[src/rtl/lamp_fpu_addsub_pipe.sv]
// lamp_fpu_addsub_pipe: two-stage floating-point add/sub core producing a pre-rounding result with G,R,S bits.
// Latency 2 cycles from accept to out_valid_o, 1 beat/cycle sustained, order preserved.
// Backpressure: stages advance only when their successor is empty or advancing; in_ready_o falls when both are held.
// Optional build macro LAMP_FPU_ADDSUB_FTZ_EN: flush-to-zero of denormal inputs and results.
module lamp_fpu_addsub_pipe #(
  parameter int E_DW   = 8,
  parameter int F_DW   = 7,
  parameter int TAG_DW = 4
) (
  input  logic              clk,
  input  logic              rst,
  input  logic              in_valid_i,
  output logic              in_ready_o,
  input  logic              isOpSub_i,
  input  logic              s_op1_i,
  input  logic              s_op2_i,
  input  logic [F_DW:0]     extF_op1_i,
  input  logic [F_DW:0]     extF_op2_i,
  input  logic [E_DW:0]     extE_op1_i,
  input  logic [E_DW:0]     extE_op2_i,
  input  logic              isInf_op1_i,
  input  logic              isSNAN_op1_i,
  input  logic              isQNAN_op1_i,
  input  logic              isInf_op2_i,
  input  logic              isSNAN_op2_i,
  input  logic              isQNAN_op2_i,
  input  logic [TAG_DW-1:0] tag_i,
  output logic              out_valid_o,
  input  logic              out_ready_i,
  output logic              s_res_o,
  output logic [E_DW-1:0]   e_res_o,
  output logic [F_DW+4:0]   f_res_o,
  output logic              isOverflow_o,
  output logic              isUnderflow_o,
  output logic              isInvalid_o,
  output logic              isToRound_o,
  output logic [TAG_DW-1:0] tag_o
);

  // Mantissa working width: {ovf, hidden, fraction, G, R, S}
  localparam int MW  = F_DW + 5;
  localparam int EW  = E_DW + 1;
  localparam int LZW = $clog2(MW);

  localparam logic [E_DW-1:0] E_MAX     = {E_DW{1'b1}};
  // Once the exponent gap reaches this, every bit of the smaller mantissa is below S
  localparam logic [EW-1:0]   ALIGN_LIM = EW'(MW - 1);
  // Canonical quiet NaN mantissa: hidden clear, fraction MSB set, GRS clear
  localparam logic [MW-1:0]   QNAN_F    = {2'b00, 1'b1, {(MW-3){1'b0}}};

  // Stage-1 register contents: aligned sum plus everything stage 2 needs
  typedef struct packed {
    logic              sign;
    logic [E_DW-1:0]   e;
    logic [MW-1:0]     f;
    logic [LZW-1:0]    lzc;
    logic              do_sub;
    logic              nan;
    logic              snan;
    logic              inf_inf;
    logic              inf;
    logic              inf_sign;
    logic [TAG_DW-1:0] tag;
  } s1_t;

  // Stage-2 (output) register contents
  typedef struct packed {
    logic              s;
    logic [E_DW-1:0]   e;
    logic [MW-1:0]     f;
    logic              ovf;
    logic              unf;
    logic              inv;
    logic              rnd;
    logic [TAG_DW-1:0] tag;
  } res_t;

  logic          s1_valid_q, s1_valid_d;
  s1_t           s1_q, s1_d, s1_calc;
  logic          out_valid_q, out_valid_d;
  res_t          res_q, res_d, res_calc;
  logic          s2_advance;

  // Stage-1 datapath temporaries
  logic [E_DW:0]   e1, e2, big_e, sml_e;
  logic [F_DW:0]   f1, f2, big_f, sml_f;
  logic            op1_gt;
  logic [EW-1:0]   e_diff;
  logic [MW-1:0]   big_m, sml_m, sml_sh, sml_al, sum;
  logic [2*MW-1:0] sh_wide;
  logic            sticky, do_sub, s2_eff;

  // Stage-2 datapath temporaries
  logic            n_s, n_ovf, n_unf, n_inv, n_rnd;
  logic [E_DW-1:0] n_e, lsh;
  logic [MW-1:0]   n_f;

  // Leading zeros of the bits below the overflow position, counted from the hidden bit
  function automatic logic [LZW-1:0] lzc_f(input logic [MW-2:0] v);
    logic [LZW-1:0] n;
    n = LZW'(MW - 1);
    for (int i = 0; i < MW - 1; i++) begin
      if (v[i]) n = LZW'(MW - 2 - i);
    end
    return n;
  endfunction

  // Stage 1: magnitude compare, align the smaller operand, add/subtract, count leading zeros
  always_comb begin
    e1 = extE_op1_i;
    e2 = extE_op2_i;
    f1 = extF_op1_i;
    f2 = extF_op2_i;
`ifdef LAMP_FPU_ADDSUB_FTZ_EN
    // Denormal inputs collapse to a zero of the same sign
    if (e1 == '0) f1 = '0;
    if (e2 == '0) f2 = '0;
`endif
    op1_gt = {e1, f1} >= {e2, f2};
    if (op1_gt) begin
      big_e = e1; big_f = f1; sml_e = e2; sml_f = f2;
    end else begin
      big_e = e2; big_f = f2; sml_e = e1; sml_f = f1;
    end
    e_diff  = big_e - sml_e;
    big_m   = {1'b0, big_f, 3'b000};
    sml_m   = {1'b0, sml_f, 3'b000};
    sh_wide = {sml_m, {MW{1'b0}}} >> e_diff;
    if (e_diff >= ALIGN_LIM) begin
      sml_sh = '0;
      sticky = |sml_m;
    end else begin
      sml_sh = sh_wide[2*MW-1:MW];
      sticky = |sh_wide[MW-1:0];
    end
    sml_al = sml_sh | {{(MW-1){1'b0}}, sticky};
    do_sub = isOpSub_i ^ (s_op1_i ^ s_op2_i);
    s2_eff = s_op2_i ^ isOpSub_i;
    // Larger minus smaller never goes negative, so the sum is already a magnitude
    sum    = big_m + (do_sub ? (~sml_al + MW'(1)) : sml_al);

    s1_calc          = '0;
    s1_calc.sign     = op1_gt ? s_op1_i : s2_eff;
    s1_calc.e        = big_e[E_DW-1:0];
    s1_calc.f        = sum;
    s1_calc.lzc      = lzc_f(sum[MW-2:0]);
    s1_calc.do_sub   = do_sub;
    s1_calc.nan      = isSNAN_op1_i | isQNAN_op1_i | isSNAN_op2_i | isQNAN_op2_i;
    s1_calc.snan     = isSNAN_op1_i | isSNAN_op2_i;
    s1_calc.inf_inf  = isInf_op1_i & isInf_op2_i & do_sub;
    s1_calc.inf      = isInf_op1_i | isInf_op2_i;
    s1_calc.inf_sign = isInf_op1_i ? s_op1_i : s2_eff;
    s1_calc.tag      = tag_i;
  end

  // Stage 2: normalise the registered sum, then let special operands override the result
  always_comb begin
    n_s   = s1_q.sign;
    n_e   = s1_q.e;
    n_f   = s1_q.f;
    n_ovf = 1'b0;
    n_unf = 1'b0;
    n_inv = 1'b0;
    n_rnd = 1'b1;
    lsh   = '0;
    if (s1_q.f[MW-1]) begin
      // Carry out of the hidden position
      if (s1_q.e + E_DW'(1) == E_MAX) begin
        n_ovf = 1'b1;
        n_e   = E_MAX;
        n_f   = '0;
      end else begin
        n_f = {1'b0, s1_q.f[MW-1:2], s1_q.f[1] | s1_q.f[0]};
        n_e = s1_q.e + E_DW'(1);
      end
    end else if (s1_q.f[MW-2]) begin
      // Already normalised; R is only needed as part of sticky
      n_f = {s1_q.f[MW-1:2], 1'b0, s1_q.f[1] | s1_q.f[0]};
    end else if (s1_q.f == '0) begin
      // Exact zero is +0 unless both addends were negative zeros
      n_e = '0;
      n_f = '0;
      n_s = !s1_q.do_sub & s1_q.sign;
    end else if (s1_q.e > E_DW'(s1_q.lzc)) begin
      n_f = s1_q.f << s1_q.lzc;
      n_e = s1_q.e - E_DW'(s1_q.lzc);
    end else begin
      // Exponent would go below the minimum: result is denormal
      lsh   = (s1_q.e == '0) ? '0 : s1_q.e - E_DW'(1);
      n_e   = '0;
      n_unf = 1'b1;
`ifdef LAMP_FPU_ADDSUB_FTZ_EN
      n_f   = '0;
      n_rnd = 1'b0;
`else
      n_f   = s1_q.f << lsh;
`endif
    end

    if (s1_q.nan) begin
      n_s = 1'b0; n_e = E_MAX; n_f = QNAN_F;
      n_ovf = 1'b0; n_unf = 1'b0; n_inv = s1_q.snan; n_rnd = 1'b0;
    end else if (s1_q.inf_inf) begin
      n_s = 1'b0; n_e = E_MAX; n_f = QNAN_F;
      n_ovf = 1'b0; n_unf = 1'b0; n_inv = 1'b1; n_rnd = 1'b0;
    end else if (s1_q.inf) begin
      n_s = s1_q.inf_sign; n_e = E_MAX; n_f = '0;
      n_ovf = 1'b0; n_unf = 1'b0; n_inv = 1'b0; n_rnd = 1'b0;
    end

    res_calc     = '0;
    res_calc.s   = n_s;
    res_calc.e   = n_e;
    res_calc.f   = n_f;
    res_calc.ovf = n_ovf;
    res_calc.unf = n_unf;
    res_calc.inv = n_inv;
    res_calc.rnd = n_rnd;
    res_calc.tag = s1_q.tag;
  end

  // Pipeline control: each stage loads when its successor is empty or draining this cycle
  always_comb begin
    s2_advance  = !out_valid_q || out_ready_i;
    in_ready_o  = !s1_valid_q || s2_advance;
    s1_valid_d  = s1_valid_q;
    s1_d        = s1_q;
    out_valid_d = out_valid_q;
    res_d       = res_q;
    if (in_ready_o) begin
      s1_valid_d = in_valid_i;
      if (in_valid_i) s1_d = s1_calc;
    end
    if (s2_advance) begin
      out_valid_d = s1_valid_q;
      if (s1_valid_q) res_d = res_calc;
    end
  end

  // Stage registers; reset drops any in-flight beats and clears the outputs
  always_ff @(posedge clk) begin
    if (rst) begin
      s1_valid_q  <= 1'b0;
      s1_q        <= '0;
      out_valid_q <= 1'b0;
      res_q       <= '0;
    end else begin
      s1_valid_q  <= s1_valid_d;
      s1_q        <= s1_d;
      out_valid_q <= out_valid_d;
      res_q       <= res_d;
    end
  end

  assign out_valid_o   = out_valid_q;
  assign s_res_o       = res_q.s;
  assign e_res_o       = res_q.e;
  assign f_res_o       = res_q.f;
  assign isOverflow_o  = res_q.ovf;
  assign isUnderflow_o = res_q.unf;
  assign isInvalid_o   = res_q.inv;
  assign isToRound_o   = res_q.rnd;
  assign tag_o         = res_q.tag;

endmodule

[config.mk]
export PLATFORM = sky130hd
export DESIGN_NAME = lamp_fpu_addsub_pipe
export DESIGN_NICKNAME = d
export VERILOG_FILES = /design/src/rtl/lamp_fpu_addsub_pipe.sv
export SDC_FILE = /design/constraint.sdc
export NUM_CORES = 1
export LEC_CHECK = 0
export CAP_MARGIN = 0
export CORE_UTILIZATION = 40
export CTS_CLUSTER_SIZE = 20
export DETAILED_ROUTE_END_ITERATION = 10
export HOLD_SLACK_MARGIN = 0.03
export PLACE_DENSITY = 0.6
export SLEW_MARGIN = 15
export SYNTH_ARGS = -nofsm -noshare
export SYNTH_HDL_FRONTEND = slang
export SYNTH_SLANG_ARGS = --single-unit
[constraint.sdc]
create_clock -name clk -period 16.24 [get_ports clk]
set_input_delay 1.624 -clock clk [delete_from_list [all_inputs] [get_ports clk]]
set_output_delay 1.624 -clock clk [all_outputs]
set_load 0.01 [all_outputs]
==> results.md, run 1 <==
- The count of boundary I/O pins is 82.
- The hold-fix buffer count after cts is 0.
- Along the worst hold path, the cell count comes to 2.
- Along the worst path, the maximum fanout reaches 34.
- The analysis attributes to net switching a power of 334 uW.
- The worst setup path is of the primary input to flop kind.
- In this run, post-CTS repair resized a total of 0 instances.
- The horizontal extent of the die is 129 um.
- Summed over all layers, the global routing overflow is 0.
- Once layout is done, the placed cells without fillers occupy 7660 um2.
- The clock insertion delay at the later pin of the skew report is 0.35 ns.
- The number of hold violations in the final report is 0.
- Sequential cells were found to cover 20.5% of the synthesized design area.
- The via count of the first global-routing pass is 5897.
- The classification of the worst-slack hold path is flop to flop.
- After synthesis, the cell types taking the most area are sky130_fd_sc_hd__dfxtp_1 (21%), sky130_fd_sc_hd__nand2_1 (6.8%), sky130_fd_sc_hd__ha_1 (6.6%), sky130_fd_sc_hd__nor2_1 (5.4%), sky130_fd_sc_hd__a21oi_1 (5.3%).
- The average wire per standard cell is 17.1 um.
- The CTS tree is built.
- The first-pass GRT wire length is 31500 um.
- The final core utilization is 49.7%.
- By count the netlist is led by sky130_fd_sc_hd__nand2_1 (116), sky130_fd_sc_hd__nor2_1 (93), sky130_fd_sc_hd__a21oi_1 (68), sky130_fd_sc_hd__dfxtp_1 (66), sky130_fd_sc_hd__o21ai_0 (45).
- The total of endpoints with negative setup slack in the final report is 0.
- The number of diodes is 0.
- The clock share of power is 25.7%.
- The post-CTS repair timing setup buffer count is 0.
- The layout filler cell count is 1573.
- The detail-routed via count per cell is 5.77.
- Combinational logic burns 48.9% of the power.
- The biggest area consumer among synthesized cells is sky130_fd_sc_hd__dfxtp_1.
- The cell area after placement is 7360 um2.
- The path with the worst hold slack has its endpoint at tag_o[0]$_SDFFE_PP0P_.
- The mapped netlist covers 6430 um2.
- Clock skew on the completed layout was measured at 0.0103 ns.
- The register-to-register path setup slack is 12.34 ns.
- The total area inside the core boundary comes to 15400 um2.
- The CTS sink count is 66.
- The area of the die is 16600 um2.
- The slew of the pin with the lowest slew margin is 1.11 ns.
- The count of nets left with antenna violations once routing finished came out at 0.
- The last weighted congestion value of the routability-driven placer is 0.951.
- During synthesis, Yosys emitted a total of 0 warnings.
- The endpoint identified for the worst register-to-register timing path is f_res_o[8]$_SDFFE_PP0P_.
- The worst path in the final design needs a cycle of 10.01 ns, including I/O delays and setup.
- The internal portion of the total power is 460 uW.
- After synthesis, the largest area contributor takes up 20.5% of total cell area.
- The startpoint identified for the worst register-to-register timing path is s1_q[26]$_SDFFE_PP0P_.
- The number of antenna violations at the first check in global routing is 0.
- After floorplanning, the core was divided into 45 placement rows.
- Clock tree synthesis selected as its root buffer the cell sky130_fd_sc_hd__clkbuf_16.
- The required time of the worst setup path is 16.44 ns.
- The number of iterations in the first detailed-routing pass is 5.
- The post-detailed-routing wire length is 19300 um.
- Setup repair after global routing left no endpoint under its margin.
- The number of nets in the synthesized netlist is 943.
- The maximum clock path buffer count is 2.
- The biggest cell delay along the critical path is 0.61 ns.
- The post-detailed-placement half-perimeter wirelength is 14600 um.
- For this design the static power due to leakage is 0.00301 uW.
- The detailed router's first-iteration violation count is 517.
- The critical hold path startpoint is res_calc[0]$_SDFFE_PP0P_.
- The number of cells on the worst reg-to-reg path is 16.
- The flow ran to the end, and the final reports show no timing, DRC or antenna violations.
- Of all flip-flops after synthesis, the portion carrying an async set or reset was 0%.
- Entering global routing, the biggest net connects 57 pins.
- The count of flip-flops with a built-in enable after synthesis is 0.
- The number of non-filler instances in the completed layout is 1125.
- The synthesized netlist contains 83 unique library cells.
- The worst slew slack as a fraction of its limit is 26.2%.
- Tracing the worst setup path back leads to its startpoint at extE_op2_i[0].
- The most instantiated library cell after synthesis is sky130_fd_sc_hd__nand2_1.
- The final worst setup slack is 6.23 ns.
- A synthesized cell averages 7.51 um2.
- The gate count after technology mapping is 856.
- The global router's overall resource usage is 24.1%.
- The most used flip-flop cell after synthesis is sky130_fd_sc_hd__dfxtp_1.
- Once the floorplan was initialized, standard cells occupied 41.7% of the core.
- The max-slew violation total from the final report is 0.
- Port buffering added 81 buffers.
- The CTS clock-pin slew for the worst setup and hold paths is 0.06 ns.
- The synthesis-to-finish area growth is 19.2%.
- The register share of total power is 25.4%.
- The number of nets in the final layout is 996.
- Counting the buffers created by CTS gives 9.
- The via total after detailed routing is 6488.
- The worst path uses 61.7% of the clock period.
- Power spread over the standard cell area amounts to 104 nW/um2.
- The placed cell count is 1109.
- The count of maximum capacitance violations is 0.
- The synthesis-stage register bit count is 66.
- The achievable clock frequency is 0.0999 GHz.
- The clock tree synthesis step divided the H-tree into 3 levels.
- The vertical extent of the die is 129 um.
- Data arrives at the worst endpoint at 10.21 ns.
- Adding up every negative setup slack in the final design gives 0 ns.
- The worst-case IR drop observed on VDD is 0.0000668 V.
- The final routed DRC violation total is 0.
- The net switching fraction of the power is 42.1%.
- The slowest stage of the critical path belongs to the cell sky130_fd_sc_hd__ha_1.
- Timing analysis after detailed placement gives a worst setup slack of 6.01 ns.
- The type of element launching the critical path is a primary input.
- The share of post-route cells with drive strength above 1 is 7.11%.
- The endpoint kind of the worst setup timing path is a flop.
-- final cells by class --
cell class | instances | area, um2 | area share, %
Tap cell | 211 | 264 | 3.44
Clock inverter | 7 | 81.3 | 1.06
Clock buffer | 9 | 225 | 2.94
Sequential cell | 66 | 1320 | 17.2
Timing Repair Buffer | 90 | 873 | 11.4
Multi-Input combinational cell | 703 | 4750 | 62.0
Inverter | 39 | 146 | 1.91
-- routing by layer --
layer / vias up / part of all wire, % / wire length [um] / global-route usage (%)
li1: 3289 / - / - / -
met3: 26 / 5.5 / 1060 / 4.78
met2: 202 / 45 / 8620 / 37.0
met5: - / 0 / 0 / 0
met4: 0 / 2.6 / 502 / 9.48
met1: 2971 / 47 / 9070 / 33.1
-- worst max-delay path by stage --
stage / to / slack, ns / depth (start not counted)
2_1_floorplan: s1_q[10]$_SDFFE_PP0P_ / 7.61 / 33
3_3_place_gp: s1_q[10]$_SDFFE_PP0P_ / 6.24 / 32
3_5_place_dp: s1_q[10]$_SDFFE_PP0P_ / 6.01 / 32
4_1_cts: s1_q[10]$_SDFFE_PP0P_ / 6.35 / 30
5_1_grt: s1_q[10]$_SDFFE_PP0P_ / 5.22 / 30
6_report: s1_q[10]$_SDFFE_PP0P_ / 6.23 / 30
-- stage by stage --
| stage | hold WS, ns | total power [uW] |
|---|---|---|
| 2_1_floorplan | 0.432 | 485 |
| 3_3_place_gp | 0.443 | 588 |
| 3_5_place_dp | 0.443 | 586 |
| 4_1_cts | 0.453 | 791 |
| 5_1_grt | 0.472 | 849 |
| 6_report | 0.449 | 794 |
-- flip-flops by register name, summed over array words and instances (netlist names), 4 cells and up --
signal,count
s1_q,31
f_res_o,12
e_res_o,8
res_calc,4
tag_o,4
-- placed cells by master, fill, tap and decap left out, types with 13 or more instances in the layout --
cell type | synthesis | final
sky130_fd_sc_hd__nor2_1 | 93 | 93
sky130_fd_sc_hd__mux2i_1 | 31 | 31
sky130_fd_sc_hd__inv_1 | 37 | 37
sky130_fd_sc_hd__nor3_1 | 26 | 26
sky130_fd_sc_hd__a22oi_1 | 23 | 23
sky130_fd_sc_hd__xnor2_1 | 18 | 18
sky130_fd_sc_hd__a21oi_1 | 68 | 68
sky130_fd_sc_hd__dfxtp_1 | 66 | 66
sky130_fd_sc_hd__nand3_1 | 20 | 20
sky130_fd_sc_hd__xor2_1 | 13 | 13
sky130_fd_sc_hd__nand2_1 | 116 | 116
sky130_fd_sc_hd__o21ai_0 | 45 | 45
sky130_fd_sc_hd__clkdlybuf4s50_1 | 0 | 80
sky130_fd_sc_hd__ha_1 | 34 | 34
-- critical path, delay by kind of cell --
family,cells,cell delay (ns)
fa+ha+maj,4,1.89
simple gates,7,1.71
mux,1,0.52
compound gates,12,2.93
buf+inv,4,1.10
xor+xnor,2,0.43
-- cells by family after synthesis --
family                   Yosys count  share of synthesized area [%]
multiplexers                      52                           10.4
adder cells (fa/ha/maj)           36                           7.24
AO/OA/AOI/OAI                    250                           27.5
AND/OR/NAND/NOR                  334                           24.5
XOR/XNOR                          31                           4.22
flip-flops                        66                           20.5
buffers and inverters             87                           5.53
-- power groups by stage --
stage	logic, uW	clock network (uW)	registers, uW
after global routing	431	214	203
after CTS	384	207	201
final	388	204	202
after global placement	384	0	204
after floorplan	291	0	194
after detailed placement	382	0	204
Power figures use the tool's default switching activity.
==> run 2: changes to the inputs <==
==> constraint.sdc (replaced) <==
create_clock -name clk -period 9.8 [get_ports clk]
set_input_delay 0.98 -clock clk [delete_from_list [all_inputs] [get_ports clk]]
set_output_delay 0.98 -clock clk [all_outputs]
set_load 0.01 [all_outputs]
==> run 2 against run 1 <==
Net effect: global-route usage is 0.26 points higher; sequential cell count is the same; clock skew is 0.0026 ns lower; setup slack got worse by 5.5 ns; critical path depth is 3 higher; worst hold slack lost 0.00068 ns; largest power group unchanged; highest routed layer unchanged; sequential share of layout area about the same; non-clock buffer count increased by 5; cell area about the same; routed wire length up 0.32%; cell count is 0.44% higher; clock-buffer cell count increased by 1.
==> results.md, run 2 (synthesis gave the netlist of run 1 again) <==
- The CTS clock-pin slew for the worst setup and hold paths came to 0.06 ns (about the same).
- The critical hold path startpoint was res_calc[0]$_SDFFE_PP0P_ (unchanged).
- The final critical path time including I/O delays and setup is 9.06 ns.
- The starting density of the core was 41.7% (unchanged).
- The total internal power came to 735 uW (was 460 uW).
- The total of endpoints with negative setup slack in the final report is 0 (unchanged).
- The number of diodes came to 0 (unchanged).
- The cell area after placement was 7400 um2 (was 7360 um2).
- The share of post-route cells with drive strength above 1 was 7.62% (was 7.11%).
- The root buffer cell is sky130_fd_sc_hd__clkbuf_16 (unchanged).
- The layout filler cell count came to 1599 (was 1573).
- The clock share of power is 23.0% (was 25.7%).
- The number of hold violations in the final report is 0 (unchanged).
- The share of the clock period used by the worst path after layout is 92.4%.
- The met3 track utilization from global routing came to 4.24% (was 4.78%).
- The total power per unit cell area came to 166 nW/um2 (was 104 nW/um2).
- The biggest cell delay along the critical path was 0.61 ns (about the same).
- The post-detailed-routing wire length is 19300 um (about the same).
- The register area is 1320 um2 (unchanged).
- The max-slew violation total from the final report was 0 (unchanged).
- The register share of total power came to 26.2% (was 25.4%).
- The maximum clock path buffer count is 2 (unchanged).
- The largest net degree at the start of global routing came to 57 (unchanged).
- The number of CTS-inserted buffers was 9 (unchanged).
- The footprint of the multi-input gates is 4760 um2 (was 4750 um2).
- The worst setup slack before clock tree synthesis came to 0.464 ns (was 6.01 ns).
- The last weighted congestion value of the routability-driven placer is 0.924 (was 0.951).
- The detailed router's first-iteration violation count is 464 (was 517).
- The number of antenna violations at the first check in global routing is 0 (unchanged).
- The part of the power in combinational logic is 50.7% (was 48.9%).
- The final worst setup slack came to 0.744 ns (was 6.23 ns).
- The hold-fix buffer count after cts is 0 (unchanged).
- The post-CTS repair timing setup buffer count is 0 (unchanged).
- The most flop-heavy register is s1_q (unchanged).
- The synthesis-to-finish area growth is 19.3% (was 19.2%).
- The count of boundary I/O pins is 82 (unchanged).
- The most frequent standard cell in the layout excluding fill and tap cells is sky130_fd_sc_hd__nand2_1 (unchanged).
- The buffer and inverter count on the worst path came to 4 (unchanged).
- The number of antenna-violating nets in the routed design is 0 (unchanged).
- The setup skew after layout is 0.00763 ns (was 0.0103 ns).
- The met2 layer usage reported by global route is 39.6% (was 37.0%).
- The first-pass GRT wire length came to 31900 um (was 31500 um).
- The total leakage power came to 0.00301 uW (about the same).
- The total negative setup slack is 0 ns (unchanged).
- The most congested layer reported by global routing was met2 (unchanged).
- The met1 capacity usage during global routing came to 32.9% (was 33.1%).
- The net switching fraction of the power is 42.4% (was 42.1%).
- The achievable clock frequency is 0.110 GHz.
- The largest fanout on the critical path is 10 (was 34).
- The core box area was 15400 um2 (unchanged).
- The endpoint of the worst hold-timing path was tag_o[0]$_SDFFE_PP0P_ (unchanged).
- The final routed DRC violation total is 0 (unchanged).
- Result of the run: finished clean (unchanged).
- RSZ-0062 raised after global routing: no (unchanged).
- The endpoint arrival time on the critical path is 9.26 ns (was 10.21 ns).
- The type of element launching the critical path is a primary input (unchanged).
- The clock insertion delay at the later pin of the skew report was 0.34 ns (was 0.35 ns).
- The number of cells on the worst hold path was 2 (unchanged).
- The via total after detailed routing is 6594 (was 6488).
- The number of cells on the worst reg-to-reg path is 17 (was 16).
- The count of maximum capacitance violations is 0 (unchanged).
- The required time of the worst setup path is 10.00 ns (was 16.44 ns).
- The number of gates given a new drive strength after cts is 0 (unchanged).
- The worst-path cell with the longest stage delay is sky130_fd_sc_hd__ha_1 (unchanged).
- The flip-flop count of the largest register after layout was 31 (unchanged).
- The category of the critical setup timing path is primary input to flop (unchanged).
- The cell family with the largest share of critical-path delay is compound AO/OA/AOI/OAI gates (unchanged).
- The slew of the pin with the lowest slew margin is 1.02 ns (was 1.11 ns).
- The worst slew slack as a fraction of its limit is 32.2% (was 26.2%).
- The detail-routed via count per cell was 5.84 (was 5.77).
- The register-to-register path setup slack came to 5.82 ns (was 12.34 ns).
- The level count of the clock H-tree is 3 (unchanged).
- The post-detailed-placement half-perimeter wirelength is 14900 um (was 14600 um).
- The area of the die came to 16600 um2 (unchanged).
- The number of nets in the final layout is 1001 (was 996).
- The worst flop-to-flop path endpoint is f_res_o[7]$_SDFFE_PP0P_ (was f_res_o[8]$_SDFFE_PP0P_).
- The horizontal extent of the die is 129 um (unchanged).
- The worst IR drop on VDD was 0.0000789 V (was 0.0000668 V).
- The vertical extent of the die is 129 um (unchanged).
- The endpoint kind of the worst setup timing path is a flop (unchanged).
- The worst reg2reg path startpoint is s1_q[26]$_SDFFE_PP0P_ (unchanged).
- The global router's overall resource usage was 24.4% (was 24.1%).
- The CTS tree was built (unchanged).
- Commonest non-fill, non-tap cells in the layout: sky130_fd_sc_hd__nand2_1 (116), sky130_fd_sc_hd__nor2_1 (93), sky130_fd_sc_hd__clkdlybuf4s50_1 (80) (unchanged).
- The via count of the first global-routing pass is 6039 (was 5897).
- The CTS sink count is 66 (unchanged).
- The residual overflow from global routing was 0 (unchanged).
- The summed area of non-filler cells in the final layout is 7670 um2 (was 7660 um2).
- The number of buffers added on ports is 81 (unchanged).
- The average wire per standard cell is 17.1 um (about the same).
- The final core utilization was 49.7% (about the same).
- The net switching power was 542 uW (was 334 uW).
- The classification of the worst-slack hold path was flop to flop (unchanged).
- The number of iterations in the first detailed-routing pass is 5 (unchanged).
- The placement row count was 45 (unchanged).
[run 2: worst max-delay path by stage]
stage	from	to	slack, ns	depth (start not counted)
finish	extE_op2_i[0]	s1_q[10]$_SDFFE_PP0P_	0.74	33
global route	extE_op2_i[0]	s1_q[11]$_SDFFE_PP0P_	0.09	33
CTS	extE_op2_i[0]	s1_q[10]$_SDFFE_PP0P_	0.80	33
detailed placement	extE_op2_i[0]	s1_q[10]$_SDFFE_PP0P_	0.46	33
global placement	extE_op2_i[0]	s1_q[11]$_SDFFE_PP0P_	0.82	33
floorplan	extE_op2_i[0]	s1_q[10]$_SDFFE_PP0P_	1.81	33
[run 2: stage by stage]
step	cells	hold slack, ns	power [uW]
global route	1130	0.471	1370
global placement	1114	0.443	978
detailed placement	1114	0.446	977
finish	1130	0.449	1280
floorplan	856	0.432	804
CTS	1130	0.455	1280
[run 2: metal layers]
layer / share of wire (%) / vias up
met5: 0 / -
met4: 1.9 / 0
met3: 5.3 / 25
met2: 46 / 203
met1: 47 / 3076
li1: - / 3290
[run 2: power by group through the flow]
stage / registers [uW] / logic (uW) / clock network [uW]
CTS: 333 / 642 / 304
floorplan: 321 / 483 / 0
global route: 338 / 718 / 312
detailed placement: 339 / 638 / 0
global placement: 339 / 639 / 0
finish: 335 / 648 / 294
[run 2: worst reg2reg max path: stages, from the launching register on]
cell                      delay (ns)
sky130_fd_sc_hd__dfxtp_1        0.49
sky130_fd_sc_hd__inv_1          0.16
sky130_fd_sc_hd__ha_1           0.20
sky130_fd_sc_hd__inv_1          0.09
sky130_fd_sc_hd__fa_1           0.22
sky130_fd_sc_hd__a21o_1         0.14
sky130_fd_sc_hd__a21oi_1        0.07
sky130_fd_sc_hd__o21ai_1        0.63
sky130_fd_sc_hd__mux2i_1        0.26
sky130_fd_sc_hd__buf_4          0.25
sky130_fd_sc_hd__mux2i_1        0.21
sky130_fd_sc_hd__nor2_1         0.10
sky130_fd_sc_hd__a21oi_1        0.36
sky130_fd_sc_hd__mux2i_1        0.13
sky130_fd_sc_hd__a22oi_1        0.22
sky130_fd_sc_hd__o21ai_0        0.11
sky130_fd_sc_hd__a22oi_1        0.16
sky130_fd_sc_hd__nor2_1         0.05
[run 2: area by class of cell]
type | count | share of cell area [%]
well taps | 211 | 3.44
repair buffers | 95 | 11.9
flip-flops and latches | 66 | 17.2
inverters | 39 | 1.91
clock buffers | 10 | 2.99
clock inverters | 6 | 0.538
multi-input cells | 703 | 62.0
